==> src/rtl/sparse_scan_scheduler.sv <==
// sparse_scan_scheduler
//   Sequences the sparse-term controller across every sparse-memory entry of
//   one polymult: presents an address, pulses ctrl_start_o, waits for the
//   controller busy window to open and close, then advances to the next entry.
//
//   Optional feature macro: DUMMY_INSERT_EN
//     defined   - always issues MEM_SPARSE_SIZE operations; entries at or past
//                 the clamped valid count run with dummy_o=1, giving a run
//                 length independent of num_valid_i.
//     undefined - issues only the clamped valid count; dummy_o tied to 0.
//
//   Ports
//     clk, rst_n          clock (rising edge), asynchronous active-low reset
//     start_i             run request, sampled only when idle
//     num_valid_i         real sparse entries, latched (clamped) on accepted start
//     sparse_mem_addr_o   sparse-memory read address (zero-extended index)
//     ctrl_start_o        one-cycle controller start pulse
//     ctrl_busy_i         controller busy flag
//     dummy_o             current operation is a dummy
//     busy_o              run in progress
//     done_o              one-cycle end-of-run pulse (normal or error)
//     error_o             sticky controller timeout, cleared by next accepted start
//     issued_count_o      operations completed in the current/last run
module sparse_scan_scheduler #(
   parameter int MEM_SPARSE_SIZE = 50,
   parameter int ADDR_WIDTH      = 10,
   parameter int CNT_WIDTH       = 6,
   parameter int TIMEOUT_CYCLES  = 64
) (
   input  logic                  clk,
   input  logic                  rst_n,
   input  logic                  start_i,
   input  logic [CNT_WIDTH-1:0]  num_valid_i,
   output logic [ADDR_WIDTH-1:0] sparse_mem_addr_o,
   output logic                  ctrl_start_o,
   input  logic                  ctrl_busy_i,
   output logic                  dummy_o,
   output logic                  busy_o,
   output logic                  done_o,
   output logic                  error_o,
   output logic [CNT_WIDTH-1:0]  issued_count_o
);

   localparam int                   TO_W    = $clog2(TIMEOUT_CYCLES + 1);
   localparam logic [CNT_WIDTH-1:0] MAX_N   = CNT_WIDTH'(MEM_SPARSE_SIZE);
   localparam logic [TO_W-1:0]      TO_LAST = TO_W'(TIMEOUT_CYCLES - 1);

   typedef enum logic [2:0] {
      S_IDLE, S_ISSUE, S_WAIT_ACK, S_WAIT_DONE, S_ADVANCE, S_FINISH, S_ERROR
   } state_t;

   state_t               state, state_nxt;
   logic [CNT_WIDTH-1:0] idx, nv, nv_in, total, total_in, idx_inc;
   logic [TO_W-1:0]      tcnt;
   logic                 timed_out;

   assign nv_in     = (num_valid_i > MAX_N) ? MAX_N : num_valid_i;
   assign idx_inc   = idx + 1'b1;
   assign timed_out = (tcnt == TO_LAST);

`ifdef DUMMY_INSERT_EN
   assign total    = MAX_N;
   assign total_in = MAX_N;
`else
   assign total    = nv;
   assign total_in = nv_in;
`endif

   always_ff @(posedge clk or negedge rst_n) begin
      if (!rst_n) state <= S_IDLE;
      else        state <= state_nxt;
   end

   always_comb begin
      state_nxt    = state;
      ctrl_start_o = 1'b0;
      done_o       = 1'b0;
      case (state)
         S_IDLE:      if (start_i) state_nxt = (total_in == '0) ? S_FINISH : S_ISSUE;
         S_ISSUE: begin
            ctrl_start_o = 1'b1;
            state_nxt    = S_WAIT_ACK;
         end
         S_WAIT_ACK: begin
            if (ctrl_busy_i)    state_nxt = S_WAIT_DONE;
            else if (timed_out) state_nxt = S_ERROR;
         end
         S_WAIT_DONE: begin
            if (!ctrl_busy_i)   state_nxt = S_ADVANCE;
            else if (timed_out) state_nxt = S_ERROR;
         end
         S_ADVANCE:   state_nxt = (idx_inc == total) ? S_FINISH : S_ISSUE;
         S_FINISH: begin
            done_o    = 1'b1;
            state_nxt = S_IDLE;
         end
         S_ERROR: begin
            done_o    = 1'b1;
            state_nxt = S_IDLE;
         end
         default:     state_nxt = S_IDLE;
      endcase
   end

   always_ff @(posedge clk or negedge rst_n) begin
      if (!rst_n) begin
         idx               <= '0;
         nv                <= '0;
         tcnt              <= '0;
         busy_o            <= 1'b0;
         error_o           <= 1'b0;
         issued_count_o    <= '0;
         sparse_mem_addr_o <= '0;
      end else begin
         case (state)
            S_IDLE: if (start_i) begin
               busy_o            <= 1'b1;
               error_o           <= 1'b0;
               issued_count_o    <= '0;
               idx               <= '0;
               nv                <= nv_in;
               sparse_mem_addr_o <= '0;
               tcnt              <= '0;
            end
            S_ISSUE:     tcnt <= '0;
            // A busy sighting restarts the count for the WAIT_DONE window.
            S_WAIT_ACK:  tcnt <= ctrl_busy_i ? '0 : tcnt + 1'b1;
            S_WAIT_DONE: tcnt <= tcnt + 1'b1;
            S_ADVANCE: begin
               issued_count_o <= idx_inc;
               tcnt           <= '0;
               if (idx_inc != total) begin
                  idx               <= idx_inc;
                  sparse_mem_addr_o <= ADDR_WIDTH'(idx_inc);
               end
            end
            S_FINISH:    busy_o <= 1'b0;
            S_ERROR: begin
               busy_o  <= 1'b0;
               error_o <= 1'b1;
            end
            default: ;
         endcase
      end
   end

`ifdef DUMMY_INSERT_EN
   always_ff @(posedge clk or negedge rst_n) begin
      if (!rst_n)                                   dummy_o <= 1'b0;
      else if (state == S_ISSUE)                    dummy_o <= (idx >= nv);
      else if (state == S_FINISH || state == S_ERROR) dummy_o <= 1'b0;
   end
`else
   assign dummy_o = 1'b0;
`endif

endmodule
==> config.mk <==
export PLATFORM = sky130hd
export DESIGN_NAME = sparse_scan_scheduler
export DESIGN_NICKNAME = d
export VERILOG_FILES = /design/src/rtl/sparse_scan_scheduler.sv
export SDC_FILE = /design/constraint.sdc
export NUM_CORES = 1
export LEC_CHECK = 0
export BUFFER_PORTS_ARGS = -buffer_cell sky130_fd_sc_hd__clkbuf_2
export CORE_UTILIZATION = 55
export CTS_CLUSTER_SIZE = 10
export DETAILED_ROUTE_END_ITERATION = 10
export PLACE_DENSITY_LB_ADDON = 0.3
export SETUP_SLACK_MARGIN = 0.2
export SLEW_MARGIN = 20
export SYNTH_ARGS = -nofsm -noshare
export SYNTH_HDL_FRONTEND = slang
export SYNTH_SLANG_ARGS = --single-unit
==> constraint.sdc <==
create_clock -name clk -period 2.6 [get_ports clk]
set_clock_uncertainty 0.2 [all_clocks]
set_input_delay 0.26 -clock clk [delete_from_list [all_inputs] [get_ports clk]]
set_output_delay 0.26 -clock clk [all_outputs]
set_load 0.005 [all_outputs]
==> metrics.log, run 1 <==
[metrics] result of the run: complete, but fails checks
[metrics] violated checks: DRC
[metrics] most frequent cells in the layout: 30 x dfrtp_1, 28 x nand2_1, 27 x o21ai_0
[metrics] area share of the largest cell type after synthesis: 44.2%
[metrics] worst-case register-to-register setup slack: 0.44 ns
[metrics] largest cells by area after synthesis: dfrtp_1 44%, o21ai_0 7.9%, nand2_1 6.2%
[metrics] LEAKAGE: between 0.8 and 0.9 nW
[metrics] critical path launch point type: flip-flop
[metrics] worst flop-to-flop path startpoint: sparse_mem_addr_o[0]
[metrics] residual antenna-violating net count after detailed routing: 0
[metrics] required time of the worst setup path: 2.61 ns
[metrics] post-CTS repair timing setup buffer count: 0
[metrics] number of top-level pins: 31
[metrics] DR DRC count: 1
[metrics] synthesis warning total: 0
[metrics] Port Buf Inserts: 25
[metrics] number of antenna cells inserted: 0
[metrics] average wire per standard cell: 13.1 µm
[metrics] startpoint of the worst hold path: num_valid_i[1]
[metrics] pin count of the biggest net entering global routing: 31
[metrics] family of cells with the greatest summed delay on the critical path: flip-flops
[metrics] worst hold slack across all endpoints: 0.0279 ns
[metrics] Crit-path slowest cell: dfrtp_1
[metrics] placed cell area: 1800 µm²
[metrics] Core Area: 2850 µm²
[metrics] leading cell type in the layout, fill and taps excluded: dfrtp_1
[metrics] critical setup path kind: reg2reg
[metrics] total wirelength of the detailed-routed design: 3.16 mm
[metrics] worst hold path cell count: 3
[metrics] relative slew slack: 51.2%
[metrics] total non-filler cell area in the finished layout: 1930 µm²
[metrics] Core Rows: 19
[metrics] Chip Height: 57.6 µm
[metrics] worst path bufs/invs: 0
[metrics] clock input transition at the sequential cells of the worst setup and hold paths: 0.09 ns
[metrics] total negative slack for setup checks: 0 ns
[metrics] critical path endpoint category: flip-flop
[metrics] GP Congestion: about 0.84
[metrics] cell count after placement: ~230
[metrics] Via density: ~5.5
[metrics] end of the worst hold path: nv[1]
[metrics] die extent in x: 57.6 µm
[metrics] RSZ-0062 raised after global routing: no
[metrics] antenna violations before repair: 0
[metrics] DRT Pass-1 Iters: 7
[metrics] Final Setup Violations: 0
[metrics] initial standard-cell utilization of the core: 59.6%
[metrics] fin nets: around 220
[metrics] Detailed Route Iter0 Violations: 68
[metrics] Remaining Overflow, GRT: 0
[metrics] Worst Reg-to-Reg Cells: 6
[metrics] min cycle time layout: 2.16 ns
[metrics] via count of the first global-routing pass: 1181
[metrics] endpoint of the most critical register-to-register path: sparse_mem_addr_o[3]
[metrics] Longest Clk Path Bufs: 2
[metrics] crit-path cells: ha_2, xor3_1, nor3_2, nand3_2, o21ai_0, o211ai_1
[metrics] total design power: 0.00172 W
[metrics] slew at the pin closest to its max-slew limit: 0.728 ns
[metrics] Fmax: 464 MHz
[metrics] clock sink total: 30
[metrics] post-synth design cell area: 1700 µm²
[metrics] final std cells w/o fill: 242
[metrics] worst skew pair latency: 0.33 ns
[metrics] Worst EP arrival: 2.17 ns
[metrics] post-synthesis sequential area ratio: 44.2%
[metrics] number of buffers added by the clock tree synthesis step: 5
[metrics] delay contributed by the slowest stage of the critical path: 0.49 ns
[metrics] ratio of final minimum period to clock period: 82.9%
[metrics] P&R area growth vs syn: 13.5%
[metrics] flip-flop and latch count after synthesis: 30
[metrics] cell taking the most area after synthesis: dfrtp_1
[metrics] type of the worst min-delay path: in2reg
[metrics] Cells after Synth: 179
[metrics] maximum fanout along the worst path: 7
[metrics] clock tree root buffer cell: clkbuf_4
[metrics] CTS tree: done
[metrics] count of endpoints failing hold in the final timing report: 0
[metrics] total number of vias: 1322
[metrics] max cap viols: 0
[metrics] Slew Viols, Final: 0
[metrics] VDD IR-drop max: 344 µV
[metrics] per-instance average area after synthesis: 9.50 µm²
[metrics] total power density per cell area: slightly below 900 nW/µm²
[metrics] first-pass GRT wire length: 5.34 mm
[metrics] post-DP HPWL: roughly 2.3 mm
[metrics] Die Outline Area: 3320 µm²
[metrics] layout cells sized above 1: 21.3%
[metrics] Synth cell types: 41
[metrics] H-Tree Level Count: 2
[metrics] gr usage total: 21.8%
==> cells in the mapped netlist (all sizes together) <==
master and instances:
o211ai 3, xor3 3, buf 7, xnor3 1
a41oi 1, mux2 1, nor3 8, or3 1
nand2 28, ha 2, o22ai 1, nand2b 4
nand3 9, nor2 9, xnor2 6, conb 1
nor4 1, clkbuf 5, a21oi 5, a31oi 1
o31ai 1, o21a 1, mux2i 3, xor2 4
nor3b 2, dfrtp 30, inv 6, o21ai 30
and3 4, a31o 1
==> tightest hold or removal path: cells and delay by family <==
kind	cells	cell delay (ns)
buffers and inverters	1	0.10
AND/OR/NAND/NOR	1	0.09
AO/OA/AOI/OAI	1	0.07
==> layer usage <==
layer / global-route usage (%) / routed length [µm] / vias to the layer above
met4: 9.76 / 51 / 0
met1: 28.5 / 1500 / 608
met5: 0 / 0 / -
met3: 6.80 / 184 / 6
li1: - / - / 670
met2: 33.2 / 1420 / 38
==> worst max path at each step <==
stage          cells past startpoint                    to            startpoint  slack (ns)
6_report                           6  sparse_mem_addr_o[3]  sparse_mem_addr_o[0]        0.44
5_1_grt                            6  sparse_mem_addr_o[3]  sparse_mem_addr_o[0]        0.27
4_1_cts                            6  sparse_mem_addr_o[3]  sparse_mem_addr_o[0]        0.38
3_5_place_dp                       6  sparse_mem_addr_o[3]  sparse_mem_addr_o[0]        0.40
3_3_place_gp                       6  sparse_mem_addr_o[2]  sparse_mem_addr_o[0]        0.50
2_1_floorplan                      6  sparse_mem_addr_o[2]  sparse_mem_addr_o[0]        0.55
==> repair_timing <==
action | CTS | global route
hold buffers | 7 | 0
resized for setup | 0 | 1
setup endpoints to repair | 0 | 1
endpoints found under the hold margin | 36 | 0
==> through the flow <==
step	util [%]	worst slack, ns
2_1_floorplan	-	0.546
3_5_place_dp	63.0	0.396
3_3_place_gp	63.0	0.497
5_1_grt	67.6	0.268
4_1_cts	67.5	0.377
6_report	67.6	0.445
==> registers in the layout (all words and copies together), names as in the netlist <==
signal	count
sparse_mem_addr_o	6
tcnt	7
error_o	1
state	3
issued_count_o	6
busy_o	1
nv	6
==> layout make-up <==
type	count	area, µm²
clock buffers	7	55.1
multi-input cells	135	862
repair buffers	32	195
flip-flops and latches	30	751
clock inverters	1	5.00
inverters	6	22.5
fillers	237	923
well taps	31	38.8
==> kinds of logic after synthesis <==
group                    count (synthesis)  share of synthesized area (%)
AND/OR/NAND/NOR                         66                           19.9
AO/OA/AOI/OAI                           44                           14.7
flip-flops                              30                           44.2
buffers and inverters                   18                           6.18
XOR/XNOR                                14                           11.0
multiplexers                             4                           2.43
adder cells (fa/ha/maj)                  2                           1.47
other                                    1                          0.221
==> report_power, final <==
part	leakage, nW	internal, W	switching, W
Combinational	0.462	0.000315	0.000352
Clock	0.0353	0.000131	0.000159
Sequential	0.397	0.000603	0.000165
Total	0.894	0.00105	0.000676
Power figures use the tool's default switching activity.
==> run 2: changes to the inputs <==
--- a/config.mk
+++ b/config.mk
@@ -6,7 +6,7 @@
 export NUM_CORES = 1
 export LEC_CHECK = 0
 export BUFFER_PORTS_ARGS = -buffer_cell sky130_fd_sc_hd__clkbuf_2
-export CORE_UTILIZATION = 55
+export CORE_UTILIZATION = 49
 export CTS_CLUSTER_SIZE = 10
 export DETAILED_ROUTE_END_ITERATION = 10
 export PLACE_DENSITY_LB_ADDON = 0.3
==> constraint.sdc (replaced) <==
create_clock -name clk -period 1.82 [get_ports clk]
set_clock_uncertainty 0.2 [all_clocks]
set_input_delay 0.182 -clock clk [delete_from_list [all_inputs] [get_ports clk]]
set_output_delay 0.182 -clock clk [all_outputs]
set_load 0.005 [all_outputs]
==> run 2 against run 1 <==
Against the previous run: the run ends with setup timing left; setup slack worse by 0.48 ns; register-to-register slack worse by 0.48 ns; final area up 24%; first-iteration DRC count down 15%; clock power up 51%; hold slack better by 0.040 ns; via count up 14%; critical path depth unchanged; count of clock-buffer cells in the layout unchanged; total power up 90%; maximum frequency up 16%; critical endpoint is now tcnt[5]; largest cell class unchanged; largest power group is now combinational logic; highest routed layer unchanged.
==> metrics.log, run 2 (synthesis results as in run 1) <==
[metrics] result of the run: complete, but fails checks
[metrics] violated checks: setup timing
[metrics] clock tree root buffer cell: clkbuf_4
[metrics] max reg flops: 7 (unchanged)
[metrics] worst path bufs/invs: 1 (+1)
[metrics] via count of the first global-routing pass: 1284 (+8.7%)
[metrics] Fillers: 250 (+5.5%)
[metrics] critical path launch point type: flip-flop
[metrics] Sequential cell area: 754 µm² (+0.50%)
[metrics] number of buffers added by the clock tree synthesis step: 5 (unchanged)
[metrics] area of the multi-input gates: 1030 µm² (+19%)
[metrics] Switching Power: 0.00132 W (+96%)
[metrics] cell depth of the worst setup path: 6 (unchanged)
[metrics] initial standard-cell utilization of the core: 51.0% (-8.6 points)
[metrics] Slew Viols, Final: 0 (unchanged)
[metrics] fin nets: 252 (+14%)
[metrics] proportion of power drawn by combinational gates: 53.4% (+15 points)
[metrics] pin count of the biggest net entering global routing: 20 (-35%)
[metrics] Worst Reg-to-Reg Cells: 6 (unchanged)
[metrics] gr usage total: 23.7% (+1.9 points)
[metrics] final std cells w/o fill: 287 (+19%)
[metrics] slack of the critical path: -0.0382 ns (-0.483 ns)
[metrics] critical path endpoint category: flip-flop
[metrics] DRT Pass-1 Iters: 4 (-3)
[metrics] family of cells with the greatest summed delay on the critical path: compound AO/OA/AOI/OAI gates
[metrics] Core Rows: 21 (+2)
[metrics] antenna violations before repair: 0 (unchanged)
[metrics] leading cell type in the layout, fill and taps excluded: dfrtp_1
[metrics] min cycle time layout: 1.86 ns (-0.297 ns)
[metrics] Chip Height: 60.9 µm (+5.7%)
[metrics] maximum fanout along the worst path: 6 (-1)
[metrics] cell count after placement: 255 (+12%)
[metrics] clock sink total: 30 (unchanged)
[metrics] top register by number of flip-flops: tcnt
[metrics] Crit-path slowest cell: dfrtp_1
[metrics] P&R area growth vs syn: 40.2%
[metrics] worst hold path cell count: 4 (+1)
[metrics] internal power: 0.00195 W (+86%)
[metrics] post-DP HPWL: 2.64 mm (+14%)
[metrics] Die Outline Area: 3710 µm² (+12%)
[metrics] Remaining Overflow, GRT: 0 (unchanged)
[metrics] type of the worst min-delay path: in2reg
[metrics] clock input transition at the sequential cells of the worst setup and hold paths: 0.10 ns (about the same)
[metrics] average wire per standard cell: 14.6 µm (+12%)
[metrics] Fmax: 538 MHz (+16%)
[metrics] Detailed Route Iter0 Violations: 58 (-15%)
[metrics] Port Buf Inserts: 25 (unchanged)
[metrics] core occupancy in the finished layout: 71.4% (+3.8 points)
[metrics] H-Tree Level Count: 2 (unchanged)
[metrics] layout cells sized above 1: 41.1% (+20 points)
[metrics] DR DRC count: 0 (-1)
[metrics] Longest Clk Path Bufs: 2 (unchanged)
[metrics] Via density: 5.24 (-4.0%)
[metrics] startpoint of the worst hold path: start_i
[metrics] LEAKAGE: 1.07 nW (+20%)
[metrics] max cap viols: 0 (unchanged)
[metrics] total design power: 0.00327 W (+90%)
[metrics] clock share of power: 13.4% (-3.4 points)
[metrics] Final Setup Violations: 5 (+5)
[metrics] sequential fraction of design power: 33.2% (-11 points)
[metrics] count of endpoints failing hold in the final timing report: 0 (unchanged)
[metrics] worst skew pair latency: 0.35 ns (+0.02 ns)
[metrics] number of top-level pins: 31 (unchanged)
[metrics] RSZ-0062 raised after global routing: yes
[metrics] total number of vias: 1505 (+14%)
[metrics] Worst Setup SP: state[1]
[metrics] critical setup path kind: reg2reg
[metrics] number of antenna cells inserted: 0 (unchanged)
[metrics] GP Congestion: 0.815 (-3.3%)
[metrics] delay contributed by the slowest stage of the critical path: 0.46 ns (-0.03 ns)
[metrics] switching part of the total power: 40.4% (+1.2 points)
[metrics] VDD IR-drop max: 610 µV (+77%)
[metrics] die extent in x: 60.9 µm (+5.7%)
[metrics] total power density per cell area: 1370 nW/µm² (+54%)
[metrics] Core Area: 3340 µm² (+17%)
[metrics] crit-path cells: buf_6, or3_4, o21ai_4, nor3_2, a21oi_1, o21ai_1
[metrics] CTS tree: done
[metrics] Worst EP arrival: 1.90 ns (-0.27 ns)
[metrics] worst-case register-to-register setup slack: -0.04 ns (-0.48 ns)
[metrics] ratio of final minimum period to clock period: 102% (+19 points)
[metrics] total wirelength of the detailed-routed design: 4.20 mm (+33%)
[metrics] worst flop-to-flop path startpoint: state[1]
[metrics] residual antenna-violating net count after detailed routing: 0 (unchanged)
[metrics] first-pass GRT wire length: 6.15 mm (+15%)
[metrics] most frequent cells in the layout: 27 x dfrtp_1, 23 x nand2_1, 23 x clkbuf_2
[metrics] required time of the worst setup path: 1.86 ns (-0.75 ns)
-- run 2: cell types whose count changed in the layout (fill, tap and decap cells not counted), sizes merged --
cell         before  now
clkbuf           32   30
buf               0   30
dlygate4sd3       7    9
-- run 2: cell type report --
class / count / area share (%)
Sequential cell: 30 / 31.7
Multi-Input combinational cell: 135 / 43.2
Timing Repair Buffer: 62 / 19.3
Clock inverter: 1 / 0.210
Tap cell: 46 / 2.41
Inverter: 6 / 0.945
Clock buffer: 7 / 2.31
-- run 2: worst paths after layout --
check / end
max: tcnt[5]
min: error_o
max reg2reg: tcnt[5]
min reg2reg: issued_count_o[4]
max in group asynchronous: sparse_mem_addr_o[2]
min in group asynchronous: state[1]
-- run 2: routing by layer --
| layer | track usage (%) | share of wire (%) | vias to the layer above |
|---|---|---|---|
| met3 | 5.54 | 4.2 | 7 |
| met5 | 0 | 0 | - |
| li1 | - | - | 735 |
| met2 | 37.8 | 51 | 41 |
| met1 | 29.8 | 43 | 722 |
| met4 | 12.7 | 2.1 | 0 |
-- run 2: worst register-to-register path, stage by stage, from the launching register on --
cell     delay, ns
dfrtp_1       0.46
buf_6         0.14
or3_4         0.34
o21ai_4       0.30
nor3_2        0.07
a21oi_1       0.15
o21ai_1       0.08
-- run 2: power groups by stage --
stage | combinational (W) | sequential (W) | clock [W]
6_report | 0.00175 | 0.00109 | 0.000439
5_1_grt | 0.00190 | 0.00111 | 0.000472
2_1_floorplan | 0.000866 | 0.00103 | 0
4_1_cts | 0.00148 | 0.00105 | 0.000437
3_3_place_gp | 0.00114 | 0.00106 | 0
3_5_place_dp | 0.00118 | 0.00108 | 0
-- run 2: timing repair --
action | 4_1_cts | 5_1_grt
pin swaps | 11 | 16
endpoints found under the setup margin | 17 | 27
setup buffers | 10 | 5
hold buffers | 9 | 0
gates resized for setup | 17 | 35
gates cloned | 0 | 0
endpoints found under the hold margin | 25 | 0
-- run 2: per-stage QoR --
step	setup TNS (ns)	hold slack (ns)	area [µm²]	setup slack, ns
floorplan	0	-0.314	1760	0.0357
global placement	-0.00730	-0.0468	1950	-0.00493
detailed placement	-0.223	-0.0322	1950	-0.0644
CTS	-0.0700	0.0583	2250	-0.0372
global route	-0.738	0.0987	2380	-0.122
finish	-0.0745	0.0677	2380	-0.0382
==> run 3: changes to the inputs <==
--- a/config.mk
+++ b/config.mk
@@ -6,6 +6,7 @@
 export NUM_CORES = 1
 export LEC_CHECK = 0
 export BUFFER_PORTS_ARGS = -buffer_cell sky130_fd_sc_hd__clkbuf_2
+export CORE_MARGIN = 8
 export CORE_UTILIZATION = 49
 export CTS_CLUSTER_SIZE = 10
 export DETAILED_ROUTE_END_ITERATION = 10
==> run 3 against run 2 <==
Against the previous run: the flow still finishes with violations (setup timing); die area up 51%; maximum frequency fell by 3.5%; count of clock-buffer cells in the layout increased by 1; sequential share of layout area decreased by 0.34 points; non-clock buffer count increased by 6; register-to-register slack lost 0.07 ns; routed wire length increased by 5.9%; final cell count rose by 2.1%; hold slack improved by 0.014 ns; core utilization increased by 1.0 points; global-route usage down 7.7 points; sequential cell count is the same.
==> metrics.log, run 3 (synthesis results as in run 1) <==
[metrics] Core Area: 3340 µm² (unchanged)
[metrics] leading cell type in the layout, fill and taps excluded: buf_4
[metrics] cell count after placement: 256 (+0.39%)
[metrics] worst flop-to-flop path startpoint: sparse_mem_addr_o[0]
[metrics] type of the worst min-delay path: in2reg
[metrics] P&R area growth vs syn: 42.2%
[metrics] fin nets: 258 (+2.4%)
[metrics] residual antenna-violating net count after detailed routing: 0 (unchanged)
[metrics] LEAKAGE: 1.11 nW (+3.6%)
[metrics] die extent in x: 74.9 µm (+23%)
[metrics] Core Rows: 21 (unchanged)
[metrics] result of the run: complete, but fails checks
[metrics] placed cell area: 1960 µm² (+0.39%)
[metrics] clock sink total: 30 (unchanged)
[metrics] post-DP HPWL: 2.84 mm (+7.7%)
[metrics] count of endpoints failing hold in the final timing report: 0 (unchanged)
[metrics] Fillers: 242 (-3.2%)
[metrics] VDD IR-drop max: 766 µV (+26%)
[metrics] Slew Viols, Final: 0 (unchanged)
[metrics] Final Setup Violations: 7 (+2)
[metrics] top register by number of flip-flops: tcnt
[metrics] Via density: 5.19 (-0.94%)
[metrics] clock share of power: 14.6% (+1.2 points)
[metrics] average wire per standard cell: 15.2 µm (+3.7%)
[metrics] Fmax: 519 MHz (-3.5%)
[metrics] Switching Power: 0.00130 W (-2.0%)
[metrics] total design power: 0.00340 W (+3.9%)
[metrics] max cap viols: 0 (unchanged)
[metrics] slack of the critical path: -0.105 ns (-0.0669 ns)
[metrics] number of buffers added by the clock tree synthesis step: 5 (unchanged)
[metrics] number of antenna cells inserted: 0 (unchanged)
[metrics] worst-case register-to-register setup slack: -0.11 ns (-0.07 ns)
[metrics] required time of the worst setup path: 1.86 ns (about the same)
[metrics] Port Buf Inserts: 25 (unchanged)
[metrics] initial standard-cell utilization of the core: 51.0% (unchanged)
[metrics] maximum fanout along the worst path: 5 (-1)
[metrics] GP Congestion: 0.866 (+6.3%)
[metrics] total number of vias: 1522 (+1.1%)
[metrics] max reg flops: 7 (unchanged)
[metrics] DR DRC count: 0 (unchanged)
[metrics] CTS tree: done
[metrics] total non-filler cell area in the finished layout: 2420 µm² (+1.4%)
[metrics] min cycle time layout: 1.93 ns (+0.0669 ns)
[metrics] final std cells w/o fill: 293 (+2.1%)
[metrics] antenna violations before repair: 0 (unchanged)
[metrics] Worst Setup SP: sparse_mem_addr_o[0]
[metrics] worst skew pair latency: 0.33 ns (-0.02 ns)
[metrics] number of top-level pins: 31 (unchanged)
[metrics] total power density per cell area: 1410 nW/µm² (+2.4%)
[metrics] startpoint of the worst hold path: start_i
[metrics] Longest Clk Path Bufs: 2 (unchanged)
[metrics] worst hold path cell count: 4 (unchanged)
[metrics] total wirelength of the detailed-routed design: 4.45 mm (+5.9%)
[metrics] Detailed Route Iter0 Violations: 91 (+57%)
[metrics] layout cells sized above 1: 44.1% (+3.1 points)
[metrics] worst hold slack across all endpoints: 0.0820 ns (+0.0143 ns)
[metrics] first-pass GRT wire length: 6.84 mm (+11%)
[metrics] ratio of final minimum period to clock period: 106% (+3.7 points)
[metrics] DRT Pass-1 Iters: 4 (unchanged)
[metrics] internal power: 0.00210 W (+7.8%)
[metrics] RSZ-0062 raised after global routing: yes
[metrics] Chip Height: 74.9 µm (+23%)
[metrics] Remaining Overflow, GRT: 0 (unchanged)
[metrics] endpoint of the most critical register-to-register path: sparse_mem_addr_o[2]
[metrics] gr usage total: 16.0% (-7.7 points)
[metrics] most frequent cells in the layout: 28 x buf_4, 25 x nand2_1, 25 x dfrtp_1
[metrics] clock tree root buffer cell: clkbuf_4
[metrics] critical path launch point type: flip-flop
[metrics] sequential fraction of design power: 32.5% (-0.7 points)
[metrics] violated checks: setup timing
[metrics] pin count of the biggest net entering global routing: 20 (unchanged)
[metrics] Worst EP arrival: 1.97 ns (+0.07 ns)
[metrics] critical path endpoint category: flip-flop
[metrics] proportion of power drawn by combinational gates: 52.9% (-0.5 points)
[metrics] H-Tree Level Count: 2 (unchanged)
[metrics] Worst Reg-to-Reg Cells: 6 (unchanged)
[metrics] critical setup path kind: reg2reg
[metrics] switching part of the total power: 38.1% (-2.3 points)
[metrics] Die Outline Area: 5610 µm² (+51%)
[metrics] via count of the first global-routing pass: 1454 (+13%)
[metrics] clock input transition at the sequential cells of the worst setup and hold paths: 0.09 ns (about the same)
[metrics] end of the worst hold path: error_o
-- run 3: cell types whose count changed in the layout (fill, tap and decap cells not counted), moves of 2 or more --
cell / before / now
dfrtp_1: 27 / 25
buf_4: 20 / 28
nor3_4: 2 / 0
nor2_1: 7 / 5
nand2_1: 23 / 25
xnor2_2: 0 / 2
dfrtp_2: 3 / 5
nand2_2: 5 / 3
clkbuf_8: 1 / 3
-- run 3: metrics by stage --
step	setup TNS, ns	setup slack (ns)	util (%)
3_5_place_dp	-0.209	-0.0826	58.7
3_3_place_gp	-0.00685	-0.00685	58.7
2_1_floorplan	0	0.0357	-
5_1_grt	-1.15	-0.207	72.4
4_1_cts	-0.318	-0.0892	66.1
6_report	-0.488	-0.105	72.4
-- run 3: critical path: stages, from the launching register on --
cell,delay [ns]
dfrtp_2,0.43
ha_4,0.18
xor3_1,0.25
nor3_2,0.25
nand3_2,0.16
nand2b_4,0.19
o211ai_1,0.18
-- run 3: timing repair --
action | in CTS | in global routing
hold endpoints to repair | 25 | 0
hold buffers | 8 | 0
buffers inserted | 6 | 15
setup endpoints to repair | 15 | 29
pin swaps | 7 | 18
gates resized for setup | 12 | 38
-- run 3: worst max path at each step --
| stage | to | slack [ns] | depth (start not counted) |
|---|---|---|---|
| 2_1_floorplan | sparse_mem_addr_o[2] | 0.04 | 6 |
| 3_3_place_gp | sparse_mem_addr_o[4] | -0.007 | 5 |
| 3_5_place_dp | sparse_mem_addr_o[2] | -0.08 | 6 |
| 4_1_cts | sparse_mem_addr_o[4] | -0.09 | 6 |
| 5_1_grt | sparse_mem_addr_o[2] | -0.21 | 6 |
| 6_report | sparse_mem_addr_o[2] | -0.11 | 6 |
-- run 3: cell type report --
cell class	instances	area, µm²	area share, %
inverter	6	25.0	1.04
multi-input combinational	135	1000	41.6
clock buffer	8	78.8	3.26
sequential	30	757	31.3
tap	46	57.6	2.38
timing repair buffer	68	494	20.4
-- run 3: power by group through the flow --
stage          clock (W)  combinational (W)  sequential [W]
6_report        0.000495            0.00180         0.00110
5_1_grt         0.000534            0.00195         0.00114
4_1_cts         0.000509            0.00138         0.00110
3_5_place_dp           0            0.00119         0.00109
3_3_place_gp           0            0.00116         0.00107
2_1_floorplan          0           0.000866         0.00103
-- run 3: layer usage --
metal	up-vias	track usage, %	share of wire [%]
met5	-	0	0
met4	0	6.52	1.7
met3	8	5.06	6.9
met2	55	26.0	50
met1	717	19.0	41
li1	742	-	-
